===== config.mk =====
export PLATFORM = sky130hd
export DESIGN_NAME = gbt_sc_rx
export DESIGN_NICKNAME = d
export VERILOG_FILES = /design/src/rtl/gbt_sc_rx.sv
export SDC_FILE = /design/constraint.sdc
export NUM_CORES = 1
export LEC_CHECK = 0
export CAP_MARGIN = 20
export CORE_MARGIN = 8
export CORE_UTILIZATION = 30
export DETAILED_ROUTE_END_ITERATION = 10
export GPL_TIMING_DRIVEN = 1
export PLACE_DENSITY = 0.63
export SKIP_CTS_REPAIR_TIMING = 1
export SYNTH_ARGS = -nofsm -noshare
export SYNTH_HDL_FRONTEND = slang
export SYNTH_SLANG_ARGS = --single-unit

===== constraint.sdc =====
create_clock -name clk_ik -period 5.1 [get_ports clk_ik]
set_input_delay 0.765 -clock clk_ik [delete_from_list [all_inputs] [get_ports clk_ik]]
set_output_delay 0.765 -clock clk_ik [all_outputs]
set_load 0.01 [all_outputs]

===== src/rtl/gbt_sc_rx.sv =====
// gbt_sc_rx: receiver for the GBT serial-control dibit channel.
// It detects a start-of-frame dibit and shifts in 8 payload dibits ({addr, data}, MSB first).
// It then checks the tail dibit {parity, stop}.
// A good word goes out on a valid/ready handshake.
// A bad tail or a dropped word raises a one-cycle pulse and bumps the saturating error counter.
module gbt_sc_rx #(
   parameter int         CNT_W = 16,
   parameter logic [1:0] SOF   = 2'b01
) (
   input  logic             clk_ik,
   input  logic             rst_n_ia,
   input  logic             frame_en_i,
   input  logic [1:0]       sc_data_i,
   output logic [7:0]       addr_o,
   output logic [7:0]       data_o,
   output logic             valid_o,
   input  logic             ready_i,
   output logic             err_o,
   output logic             ovf_o,
   output logic [CNT_W-1:0] pkt_cnt_o,
   output logic [CNT_W-1:0] err_cnt_o
);

   localparam logic [1:0] IDLE    = 2'd0;
   localparam logic [1:0] PAYLOAD = 2'd1;
   localparam logic [1:0] TAIL    = 2'd2;

   localparam logic [CNT_W-1:0] CNT_ONE = {{(CNT_W-1){1'b0}}, 1'b1};
   localparam logic [CNT_W-1:0] CNT_MAX = {CNT_W{1'b1}};

   logic [1:0]  state_q;
   logic [2:0]  dibit_cnt_q;
   logic [15:0] shift_q;

   logic tail_hit;
   logic tail_ok;
   logic good_tail;
   logic bad_tail;
   logic load_word;
   logic drop_word;

   // Tail evaluation and handshake decisions, all taken in the tail-dibit cycle
   always_comb begin
      tail_hit  = (state_q == TAIL) && frame_en_i;
      tail_ok   = (sc_data_i[1] == (^shift_q)) && sc_data_i[0];
      good_tail = tail_hit && tail_ok;
      bad_tail  = tail_hit && !tail_ok;
      load_word = good_tail && (!valid_o || ready_i);
      drop_word = good_tail && valid_o && !ready_i;
   end

   // Frame FSM: IDLE hunts for SOF, PAYLOAD collects 8 dibits, TAIL always returns to IDLE
   always_ff @(posedge clk_ik or negedge rst_n_ia) begin
      if (!rst_n_ia) begin
         state_q     <= IDLE;
         dibit_cnt_q <= 3'd0;
         shift_q     <= 16'd0;
      end else begin
         case (state_q)
            IDLE: begin
               dibit_cnt_q <= 3'd0;
               if (frame_en_i && (sc_data_i == SOF)) begin
                  state_q <= PAYLOAD;
               end
            end
            PAYLOAD: begin
               if (!frame_en_i) begin
                  state_q     <= IDLE;
                  dibit_cnt_q <= 3'd0;
               end else begin
                  shift_q     <= {shift_q[13:0], sc_data_i};
                  dibit_cnt_q <= dibit_cnt_q + 3'd1;
                  if (dibit_cnt_q == 3'd7) begin
                     state_q <= TAIL;
                  end
               end
            end
            TAIL: begin
               state_q     <= IDLE;
               dibit_cnt_q <= 3'd0;
            end
            default: begin
               state_q     <= IDLE;
               dibit_cnt_q <= 3'd0;
            end
         endcase
      end
   end

   // Output word register and valid/ready handshake; a new load in the accept cycle keeps valid high
   always_ff @(posedge clk_ik or negedge rst_n_ia) begin
      if (!rst_n_ia) begin
         addr_o  <= 8'd0;
         data_o  <= 8'd0;
         valid_o <= 1'b0;
      end else if (load_word) begin
         addr_o  <= shift_q[15:8];
         data_o  <= shift_q[7:0];
         valid_o <= 1'b1;
      end else if (valid_o && ready_i) begin
         valid_o <= 1'b0;
      end
   end

   // Single-cycle error and overflow pulses
   always_ff @(posedge clk_ik or negedge rst_n_ia) begin
      if (!rst_n_ia) begin
         err_o <= 1'b0;
         ovf_o <= 1'b0;
      end else begin
         err_o <= bad_tail;
         ovf_o <= drop_word;
      end
   end

   // Saturating statistics counters; bad tails and dropped words share the error counter
   always_ff @(posedge clk_ik or negedge rst_n_ia) begin
      if (!rst_n_ia) begin
         pkt_cnt_o <= '0;
         err_cnt_o <= '0;
      end else begin
         if (load_word && (pkt_cnt_o != CNT_MAX)) begin
            pkt_cnt_o <= pkt_cnt_o + CNT_ONE;
         end
         if ((bad_tail || drop_word) && (err_cnt_o != CNT_MAX)) begin
            err_cnt_o <= err_cnt_o + CNT_ONE;
         end
      end
   end

endmodule


==> results of run 1 <==
## per-stage QoR
stage / power [mW] / area (µm²) / instances
4_1_cts: 1.55 / 4050 / 448
3_3_place_gp: 1.13 / 3880 / 432
3_5_place_dp: 1.14 / 3880 / 432
5_1_grt: 1.62 / 4070 / 449
2_1_floorplan: 1.04 / 3170 / 245
6_report: 1.52 / 4070 / 449
## power groups by stage
stage               Sequential, mW  Clock, mW  Combinational, mW
global placement             0.684          0              0.445
CTS                          0.674      0.419              0.458
floorplan                    0.665          0              0.371
detailed placement           0.685          0              0.457
finish                       0.674      0.401              0.446
global route                 0.684      0.442              0.493
## logic make-up after synthesis
logic type | share of synthesized area
and+or+nand+nor | 0.128
DFF | 0.568
xor gates and xnor gates | 0.125
muxes | 0.127
buffers and inverters | 0.0169
AOI/OAI and AO/OA | 0.0189
adders and majority gates | 0.0158
## cell type report
| cell class | count | area [µm²] |
|---|---|---|
| Sequential cell | 72 | 1800 |
| Multi-Input combinational cell | 161 | 1320 |
| Inverter | 6 | 22.5 |
| Clock buffer | 10 | 128 |
| Tap cell | 136 | 170 |
| Timing Repair Buffer | 58 | 583 |
| Clock inverter | 6 | 45.0 |
| Fill cell | 1009 | 6250 |
## synth_stat cells
cell	n
a22oi_1	1
a311oi_2	2
and2_1	1
and3_1	7
and3b_1	1
and4_1	2
buf_2	1
buf_4	2
clkbuf_1	3
dfrtp_1	72
ha_1	4
inv_1	6
mux2_2	35
mux2i_1	1
nand2_1	15
nand2b_1	2
nand3_1	10
nand3b_1	1
nand4_1	17
nor2_1	14
nor2_4	1
nor2b_1	1
nor3_1	1
nor3b_1	1
nor4b_1	1
o21ai_0	1
o21ba_2	1
o31ai_1	1
or3_1	1
xnor2_1	31
xnor3_1	3
xnor3_2	1
xor2_1	4
## layout by cell type, fill, tap and decap left out, drive strengths merged, types with 2 or more instances in the layout
cell type / netlist / layout
and3: 7 / 7
clkinv: 0 / 5
nand2: 15 / 15
nand4: 17 / 17
nand2b: 2 / 2
and4: 2 / 2
inv: 6 / 7
dfrtp: 72 / 72
xnor2: 31 / 31
buf: 3 / 3
nand3: 10 / 10
xor2: 4 / 4
nor2: 15 / 15
clkbuf: 3 / 10
a311oi: 2 / 2
xnor3: 4 / 4
clkdlybuf4s50: 0 / 55
ha: 4 / 4
mux2: 35 / 35
## state kept, by name (all words and copies together), names as in the netlist
signal	flops
err_cnt_o	16
pkt_cnt_o	16
shift_q	16
addr_o	8
data_o	8
dibit_cnt_q	3
state_q	2
err_o	1
ovf_o	1
valid_o	1
## worst max-delay path by stage
| stage | startpoint | endpoint | slack [ns] | cells past startpoint |
|---|---|---|---|---|
| 6_report | sc_data_i[1] | pkt_cnt_o[1] | 2.06 | 6 |
| 4_1_cts | sc_data_i[1] | pkt_cnt_o[1] | 2.08 | 6 |
| 2_1_floorplan | frame_en_i | pkt_cnt_o[15] | 2.70 | 7 |
| 5_1_grt | sc_data_i[1] | pkt_cnt_o[1] | 1.93 | 6 |
| 3_3_place_gp | sc_data_i[1] | pkt_cnt_o[1] | 1.76 | 6 |
| 3_5_place_dp | sc_data_i[1] | pkt_cnt_o[1] | 1.73 | 6 |
## metal layers
metal,track usage,vias up,share of wire
met5,0,-,0
met3,0.0354,8,0.062
met1,0.120,1016,0.46
met4,0.0451,0,0.016
met2,0.151,37,0.46
li1,-,977,-
==> run metrics, run 1 <==
Num Clock Sinks=72; slowest cell delay on critical path=0.75 ns; DR vias=2038; Core Util, Final=0.394; Vias/cell=4.54; Comb pwr share=0.293; Setup Viol. Count Final=0; RSZ-0062 raised after global routing=no; ant diodes=0; first-pass GRT wire length=11200 µm; Reg2Reg Depth=5; Buf/Inv on CP=1; CP Capture Type=register; period utilisation layout=0.596; Worst-path clk slew=0.08 ns; Max FO, Critical Path=12; Worst Max-Slew Pin Slew=0.954 ns; hold slack=0.322 ns; Distinct cells, synth=33; largest net degree at the start of global routing=45; Synth Instances=245; Layout area overhead=28.2%; core box area=0.0103 mm²; VDD IR max=0.312 mV; worst r2r src=shift_q[2]; reg2reg setup slack=2.34 ns; die height=119 µm; Internal=1.02 mW; Synth top area share=0.568; most frequent CP cell=xnor2_1; setup TNS=0 ns; top area cells in the synthesized netlist=dfrtp_1, mux2_2, xnor2_1; Sw Pwr=499 µW; share of layout cells above drive strength 1=0.185; PD cells=374 mW/mm²; clock skew=0.0183 ns; fmax=329 MHz; Seq cells post-synth=72; Final min period=3.04 ns; root buf cell=clkbuf_8; DIE AREA=0.0141 mm²; vias in the first global route=2114; outcome=completed; grt ovf=0; Post-Syn Area per Cell=13.0 µm²; IO buf count=56; CTS Buf Count=9; Slowest-stage cell, CP=a311oi_2; CP Data Arrival Time=3.27 ns; Mapped Area=0.00317 mm²; H-tree depth=3; Hold WC Path Type=primary input to asynchronous set/reset pin; routability cong.=0.750; FP Rows=37; initial antenna violation count=0; syn nets=255; relative slew slack=0.362; clock buffer depth=2; DRC violations left=0; CP delay by family, top=XOR/XNOR gates; Layout Nets=318; ANT nets after route=0; Synth Warn #=0; Initial Utilization=0.307; Seq pwr share=0.443; Final Max Tran Viols=0; Routed wire per std cell=14.7 µm; Crit Reg-Reg Endpoint=pkt_cnt_o[1]; Worst Setup Path Type=primary input to register; DR pass1 iterations=4; max cap viols=0; Detailed Place HPWL=4730 µm; Req. time, crit path=5.33 ns; Post-Place Setup Slack=1.73 ns; startpoint type of the worst setup path=primary input; DR iter-0 viols=112; drt total wl=6620 µm; Final Worst Setup Slack=2.06 ns; clock share of power=0.264; final hold vios=0; Die Width=119 µm; Ports=57; register area share after synthesis=0.568; CTS tree=yes; area leader, netlist=dfrtp_1; switching share of total power=0.328; Tot GR Track Use=0.0979; Worst-Skew Late Latency=0.35 ns; CP cell instances=clkdlybuf4s50_1, xnor2_1, xnor2_1, xnor3_2, a311oi_2, mux2_2; leakage=1.84 nW
Power figures use the tool's default switching activity.
==> run 2: changes to the inputs <==
clock period = 3.1 ns   (was 5.1 ns; I/O delays follow)
==> run metrics, run 2 (synthesis gave the netlist of run 1 again) <==
outcome=completed (unchanged); setup TNS=0 ns (unchanged); worst r2r src=shift_q[2] (unchanged); Vias/cell=4.62 (was 4.54); drt total wl=6610 µm (was 6620 µm); core box area=0.0103 mm² (unchanged); clock skew=0.00978 ns (was 0.0183 ns); Num Clock Sinks=72 (unchanged); Die Width=119 µm (unchanged); Max FO, Critical Path=6 (was 12); VDD IR max=0.550 mV (was 0.312 mV); initial antenna violation count=0 (unchanged); Initial Utilization=0.307 (unchanged); vias in the first global route=2123 (was 2114); Worst Max-Slew Pin Slew=0.910 ns (was 0.954 ns); period utilisation layout=0.785; gr busiest metal=met2 (unchanged); DRC violations left=0 (unchanged); max cap viols=0 (unchanged); IO buf count=56 (unchanged); leakage=1.87 nW (was 1.84 nW); Final Max Tran Viols=0 (unchanged); largest net degree at the start of global routing=73 (was 45); CTS Buf Count=9 (unchanged); Regs by FF count=err_cnt_o x16, pkt_cnt_o x16, shift_q x16 (unchanged); Layout Nets=319 (was 318); Setup Viol. Count Final=0 (unchanged); reg2reg setup slack=0.67 ns (was 2.34 ns); Inst Count DP=434 (was 432); clock buffer depth=2 (unchanged); RSZ-0062 raised after global routing=no (unchanged); final hold vios=0 (unchanged); Worst Setup Path Type=register to register (was primary input to register); hold slack=0.330 ns (was 0.322 ns); routability cong.=0.699 (was 0.750); grt ovf=0 (unchanged); fmax=411 MHz; DR pass1 iterations=4 (unchanged); met2 Use GR=0.155 (was 0.151); fillcell total=989 (was 1009); ANT nets after route=0 (unchanged); H-tree depth=3 (unchanged); Reg2Reg Depth=6 (was 5); DR vias=2077 (was 2038); PD cells=663 mW/mm² (was 374 mW/mm²); Layout area overhead=30.5% (was 28.2%); Final Worst Setup Slack=0.667 ns (was 2.06 ns); DIE AREA=0.0141 mm² (unchanged); CP cell instances=xnor2_1, xnor3_1, xnor3_2, nor2_1, nor4b_1, mux2_2 (was clkdlybuf4s50_1, xnor2_1, xnor2_1, xnor3_2, a311oi_2, mux2_2); Worst-path clk slew=0.08 ns (about the same); Tot GR Track Use=0.0976 (was 0.0979); CP Capture Type=register (unchanged); Detailed Place HPWL=4730 µm (about the same); M3 GR Usage=0.0416 (was 0.0354); first-pass GRT wire length=11100 µm (was 11200 µm); Req. time, crit path=3.33 ns (was 5.33 ns); relative slew slack=0.393 (was 0.362); slowest cell delay on critical path=0.50 ns (was 0.75 ns); register area=0.00180 mm² (unchanged); ant diodes=0 (unchanged); Post-Place Setup Slack=0.320 ns (was 1.73 ns); startpoint type of the worst setup path=register (was primary input); Crit Reg-Reg Endpoint=err_cnt_o[15] (was pkt_cnt_o[1]); Routed wire per std cell=14.7 µm (about the same); multi-input logic area=0.00132 mm² (unchanged); die height=119 µm (unchanged); CP Data Arrival Time=2.66 ns (was 3.27 ns); Worst-Skew Late Latency=0.35 ns (about the same); FP Rows=37 (unchanged); CTS tree=yes (unchanged); root buf cell=clkbuf_8 (unchanged); commonest cells after routing, fill and taps aside=dfrtp_1, clkdlybuf4s50_1, mux2_2 (unchanged); Hold WC Path Type=primary input to asynchronous set/reset pin (unchanged); DR iter-0 viols=106 (was 112); met1 Usage GRT=0.115 (was 0.120); Ports=57 (unchanged); share of layout cells above drive strength 1=0.191 (was 0.185); most common cell after layout, fill and taps aside=dfrtp_1 (unchanged); Final Non-Filler Cells=450 (was 449); Final min period=2.43 ns; Slowest-stage cell, CP=xnor3_2 (was a311oi_2)
## run 2: cell count changes in the layout (fill, tap and decap cells not counted), sizes merged
cell / previous run / this run
buf: 3 / 4
bufinv: 0 / 3
clkbuf: 10 / 9
clkinv: 5 / 2
inv: 7 / 8
## run 2: worst max-delay path: cells and delay by family, from the launching register on
| kind | cells | cell delay, ns |
|---|---|---|
| XOR/XNOR | 3 | 1.08 |
| AND/OR/NAND/NOR | 2 | 0.44 |
| flip-flops | 1 | 0.42 |
| multiplexers | 1 | 0.37 |
## run 2: through the flow
step                 util  power, mW  instance area (µm²)
floorplan               -       1.71                 3170
global placement    0.377       1.84                 3890
detailed placement  0.377       1.85                 3890
CTS                 0.401       2.79                 4140
global route        0.401       2.89                 4140
finish              0.401       2.75                 4140
## run 2: power breakdown
| group | internal (mW) | leakage (nW) | switching (mW) |
|---|---|---|---|
| logic | 0.369 | 0.764 | 0.344 |
| clock network | 0.546 | 0.126 | 0.381 |
| registers | 1.02 | 0.985 | 0.0921 |
| total | 1.93 | 1.87 | 0.817 |
## run 2: how the worst max path moves through the flow
stage,to,cells after the start,startpoint,slack [ns]
after CTS,data_o[1],5,shift_q[2],0.62
final,err_cnt_o[15],6,shift_q[2],0.67
after floorplan,err_cnt_o[15],6,shift_q[2],0.83
after global placement,pkt_cnt_o[15],7,frame_en_i,0.32
after detailed placement,pkt_cnt_o[15],7,frame_en_i,0.32
after global routing,err_cnt_o[15],6,shift_q[2],0.52
## run 2: metal layers
| layer | up-vias | part of all wire | wire (µm) |
|---|---|---|---|
| met2 | 39 | 0.48 | 3200 |
| met5 | - | 0 | 0 |
| li1 | 980 | - | - |
| met4 | 0 | 0.018 | 119 |
| met1 | 1046 | 0.43 | 2840 |
| met3 | 12 | 0.068 | 450 |
## run 2: final cells by class
cell class / instances / area share
timing repair buffer: 59 / 0.140
clock inverter: 7 / 0.0308
sequential: 72 / 0.435
clock buffer: 9 / 0.0299
multi-input combinational: 161 / 0.318
inverter: 6 / 0.00544
tap: 136 / 0.0411
==> patch 1: new RTL, flow settings as in run 2 <==
Change the parameter `CNT_W` from 16 to 12.
--- a/src/rtl/gbt_sc_rx.sv
+++ b/src/rtl/gbt_sc_rx.sv
@@ -4,7 +4,7 @@
 // A good word goes out on a valid/ready handshake.
 // A bad tail or a dropped word raises a one-cycle pulse and bumps the saturating error counter.
 module gbt_sc_rx #(
-   parameter int         CNT_W = 16,
+   parameter int         CNT_W = 12,
    parameter logic [1:0] SOF   = 2'b01
 ) (
    input  logic             clk_ik,
Ports: changed (resized err_cnt_o and pkt_cnt_o); port bits go from 57 to 49. No check against the original RTL was run, so the function may have changed too.
==> patch 1 against run 2 <==
Hold slack better by 0.10 ns. Final cell count down 13%. Synthesized area down 10%. Total power down 15%. Count of clock-buffer cells in the layout up 3. Sequential cell count down 8. Design area down 12%. Clock skew down 0.0025 ns. Die area down 8.9%. Worst setup slack worse by 0.16 ns. Wire length down 14%. Non-clock buffer count down 7. Largest cell class unchanged.
==> patch 1: results (changes against run 2) <==
[floorplan]
fp.dieW_um = 113.5  ; -4.6%

[finish]
fin_cells = 392  ; -13%
drive_gt1_share_pct = 21.67  ; +2.6 points
bufAreaShareNonClock_pct = 14.00  ; +0.047 points
nClkBuffers = 12  ; +3
seq-cell-share_pct = 44.14  ; +0.65 points
reg_top3 = shift_q x16, err_cnt_o x12, pkt_cnt_o x12
multi_input_area_um2 = 1186  ; -10%
fillCellCount = 883  ; -11%
seq_area_um2 = 1602  ; -11%
multi_input_comb_cells = 131  ; -19%

[power]
pwr.group.combinational_mw = 0.712  ; about the same
p_seq_share_pct = 43.4  ; +3.1 points
p_leak_nw = 1.646  ; -12%
ir_drop_mv = 0.5747  ; +4.5%
p_seq_mw = 1.01  ; -9%
p_int_mw = 1.643  ; -15%

[detailed_routing]
vias = 1751  ; -16%
dr_wl_met2_um = 2551  ; -20%
met1_length_um = 2606  ; -8.3%
wl_per_cell_um = 14.42  ; -1.8%
wl_met3_um = 379  ; -16%
drtIter0Drc = 45  ; -58%

[synthesis]
synth_fa_ha_area_share_pct = 1.757  ; +0.18 points
synthTopCellsByCount = dfrtp_1, mux2_2, xnor2_1
synth_fp_nets = 214  ; -16%
netlist.area_leader.share_pct = 56.21  ; -0.55 points
synth_area_leaders = dfrtp_1, mux2_2, xnor2_1
synth_mux_area_share_pct = 15.55  ; +2.8 points
yosys.area_share.xor_xnor_pct = 11.81  ; -0.72 points
yosysUniqueCellTypes = 30  ; -9.1%
synth_area_per_cell_um2 = 13.97  ; +7.8%
ys_seq_elements = 64  ; -11%

[setup_path]
timing.rr.end = data_o[1]
cp_max_fo = 16  ; +10
cp_slowest_cell = clkdlybuf4s50_1
max_stage_delay_ns = 0.54  ; +0.04 ns
arrival_ns = 2.81  ; +0.15 ns
r2r-start = shift_q[5]
rr_worst_depth = 5  ; -1

[place]
place_ws_ns = 0.1546  ; -0.1658 ns
gp_congestion = 0.7261  ; +3.8%
portBuffers = 48  ; -14%
place_hpwl_um = 3983  ; -16%
placedInstanceArea_um2 = 3458  ; -11%

[cts]
clk_pin_slew_ns = 0.06  ; -0.02 ns

[run_status]
status = finished, final reports clean

[global_routing]
grt_util_met1_pct = 11.41  ; -0.036 points
grt_max_degree = 34  ; -53%
track_usage_pct = 9.601  ; -0.16 points
use_met2_pct = 14.56  ; -0.98 points

[worst_hold_path]
hp-class = reg2reg

[timing]
clock_skew_ns = 0.007249  ; -0.002536 ns
holdWs_ns = 0.4342  ; +0.1043 ns
worstMarginPinSlew_ns = 0.5131  ; -0.3971 ns

==> patch 1: changes by cell type after synthesis, sizes merged, moves of 2 or more <==
| cell | run 2 | this run |
|---|---|---|
| dfrtp | 72 | 64 |
| nor2 | 15 | 7 |
| xnor2 | 31 | 24 |
| nand2 | 15 | 9 |
| nand4 | 17 | 11 |
| nand3 | 10 | 6 |
| inv | 6 | 3 |
| a311oi | 2 | 0 |
| a31oi | 0 | 2 |
| and4 | 2 | 4 |
| nand2b | 2 | 4 |
==> patch 1: worst max path at each step <==
stage / slack (ns) / depth (start not counted) / end / startpoint
final: 0.51 / 6 / data_o[1] / sc_data_i[1]
after global routing: 0.44 / 6 / data_o[2] / sc_data_i[1]
after CTS: 0.51 / 6 / data_o[1] / sc_data_i[1]
after detailed placement: 0.15 / 6 / data_o[7] / sc_data_i[1]
after global placement: 0.20 / 6 / addr_o[7] / sc_data_i[1]
after floorplan: 0.82 / 7 / addr_o[0] / sc_data_i[1]
==> patch 2: new RTL, config.mk and constraints of run 2 <==
Made on the original files. Put one more register stage on the output `pkt_cnt_o`, with the module's reset. The value now appears one clock later. The other outputs are not delayed to match.
--- a/src/rtl/gbt_sc_rx.sv
+++ b/src/rtl/gbt_sc_rx.sv
@@ -27,6 +27,8 @@
 
    localparam logic [CNT_W-1:0] CNT_ONE = {{(CNT_W-1){1'b0}}, 1'b1};
    localparam logic [CNT_W-1:0] CNT_MAX = {CNT_W{1'b1}};
+
+   logic [CNT_W-1:0] pkt_cnt_s0;
 
    logic [1:0]  state_q;
    logic [2:0]  dibit_cnt_q;
@@ -116,11 +118,11 @@
    // Saturating statistics counters; bad tails and dropped words share the error counter
    always_ff @(posedge clk_ik or negedge rst_n_ia) begin
       if (!rst_n_ia) begin
-         pkt_cnt_o <= '0;
+         pkt_cnt_s0 <= '0;
          err_cnt_o <= '0;
       end else begin
-         if (load_word && (pkt_cnt_o != CNT_MAX)) begin
-            pkt_cnt_o <= pkt_cnt_o + CNT_ONE;
+         if (load_word && (pkt_cnt_s0 != CNT_MAX)) begin
+            pkt_cnt_s0 <= pkt_cnt_s0 + CNT_ONE;
          end
          if ((bad_tail || drop_word) && (err_cnt_o != CNT_MAX)) begin
             err_cnt_o <= err_cnt_o + CNT_ONE;
@@ -128,5 +130,13 @@
       end
    end
 
+   always_ff @(posedge clk_ik or negedge rst_n_ia) begin
+      if (!rst_n_ia) begin
+         pkt_cnt_o <= '0;
+      end else begin
+         pkt_cnt_o <= pkt_cnt_s0;
+      end
+   end
+
 endmodule
 
Formal check against the unedited RTL: same outputs for any inputs over 10 cycles, from zero or initial values and one cycle with rst_n_ia low; that may be too few to reach the edited logic, so the function may still have changed.
==> patch 2 against run 2 <==
Utilization decreased by 0.81 points. Synthesized area is 14% higher. Sequential cell count up 16. Design area grew 13%. Total power increased by 15%. Clock skew is 0.0035 ns lower. Wire length grew 9.2%. Worst setup slack lost 0.056 ns. Global-route usage is 0.18 points lower. Critical path type unchanged. Critical endpoint is now addr_o[3]. Highest routed layer unchanged.
==> patch 2: results (changes against run 2) <==
[run_status]
status = finished, final reports clean

[detailed_routing]
dr_wl_met2_um = 3481  ; +9.0%
viasPerCell = 4.561  ; -1.2%
met1_length_um = 3206  ; +13%
wl_per_cell_um = 14.87  ; +1.3%
wl_met3_um = 426  ; -5.3%
drtIter0Drc = 86  ; -19%

[setup_path]
r2r-start = shift_q[12]
max_stage_delay_ns = 0.42  ; -0.08 ns
crit_end = addr_o[3]
rr_worst_depth = 6  ; unchanged
cp_slowest_cell = xnor3_1
cp_max_fo = 11  ; +5
timing.rr.end = addr_o[3]
arrival_ns = 2.70  ; +0.04 ns

[synthesis]
synth_mux_area_share_pct = 10.88  ; -1.9 points
synth_fa_ha_area_share_pct = 1.382  ; -0.19 points
yosysUniqueCellTypes = 36  ; +9.1%
synth_area_leaders = dfrtp_1, mux2_2, xnor2_1
ys_seq_area_share_pct = 60.79  ; +4.0 points
synth_compound_area_share_pct = 0.7945  ; -1.1 points

[global_routing]
grt_pass1_vias = 2345  ; +10%
track_usage_pct = 9.577  ; -0.18 points
grt_max_degree = 89  ; +22%

[cts]
root_buffer = clkbuf_16
clk_pin_slew_ns = 0.06  ; -0.02 ns

[place]
placedInstanceArea_um2 = 4382  ; +13%
place_ws_ns = 0.3263  ; +0.005926 ns
gp_congestion = 0.7051  ; +0.84%

[timing]
slew_headroom_pct = 62.22  ; +23 points
clock.fmax_mhz = 401.9  ; -2.2%
clock_skew_ns = 0.006244  ; -0.003541 ns

[finish]
fillCellCount = 1174  ; +19%
num_antenna_cells = 0  ; unchanged
drive_gt1_share_pct = 18.34  ; -0.77 points

[power]
ir_drop_mv = 0.5177  ; -5.9%
finalPower_mw = 3.171  ; +15%

patch 2: changes by cell type after synthesis, moves of 2 or more:
cell,delta
a311oi_2,-2
xor2_1,+4
nand4_1,-2
nand3_1,-2
dfrtp_1,+16
nor3_1,+4
and3_1,-4
buf_4,-2
nand3b_1,+2
and2_1,+3
xnor2_1,-4
patch 2: layer usage:
metal	track usage (%)	vias up
li1	-	1046
met5	0	-
met4	3.609	0
met3	3.966	11
met2	15.14	41
met1	11.41	1114
patch 2: metrics by stage:
stage | hold WS [ns] | cells
floorplan | 0.1694 | 265
global placement | 0.4004 | 469
detailed placement | 0.4092 | 469
CTS | 0.3860 | 484
global route | 0.1639 | 485
finish | 0.1258 | 485
patch 2: area by class of cell:
cell class	instances	area (um^2)	share of cell area, %
repair buffers	63	630.6	13.47
clock buffers	12	256.5	5.477
clock inverters	3	17.52	0.3740
inverters	7	26.28	0.5610
well taps	147	183.9	3.927
multi-input cells	165	1366	29.17
flip-flops and latches	88	2202	47.02
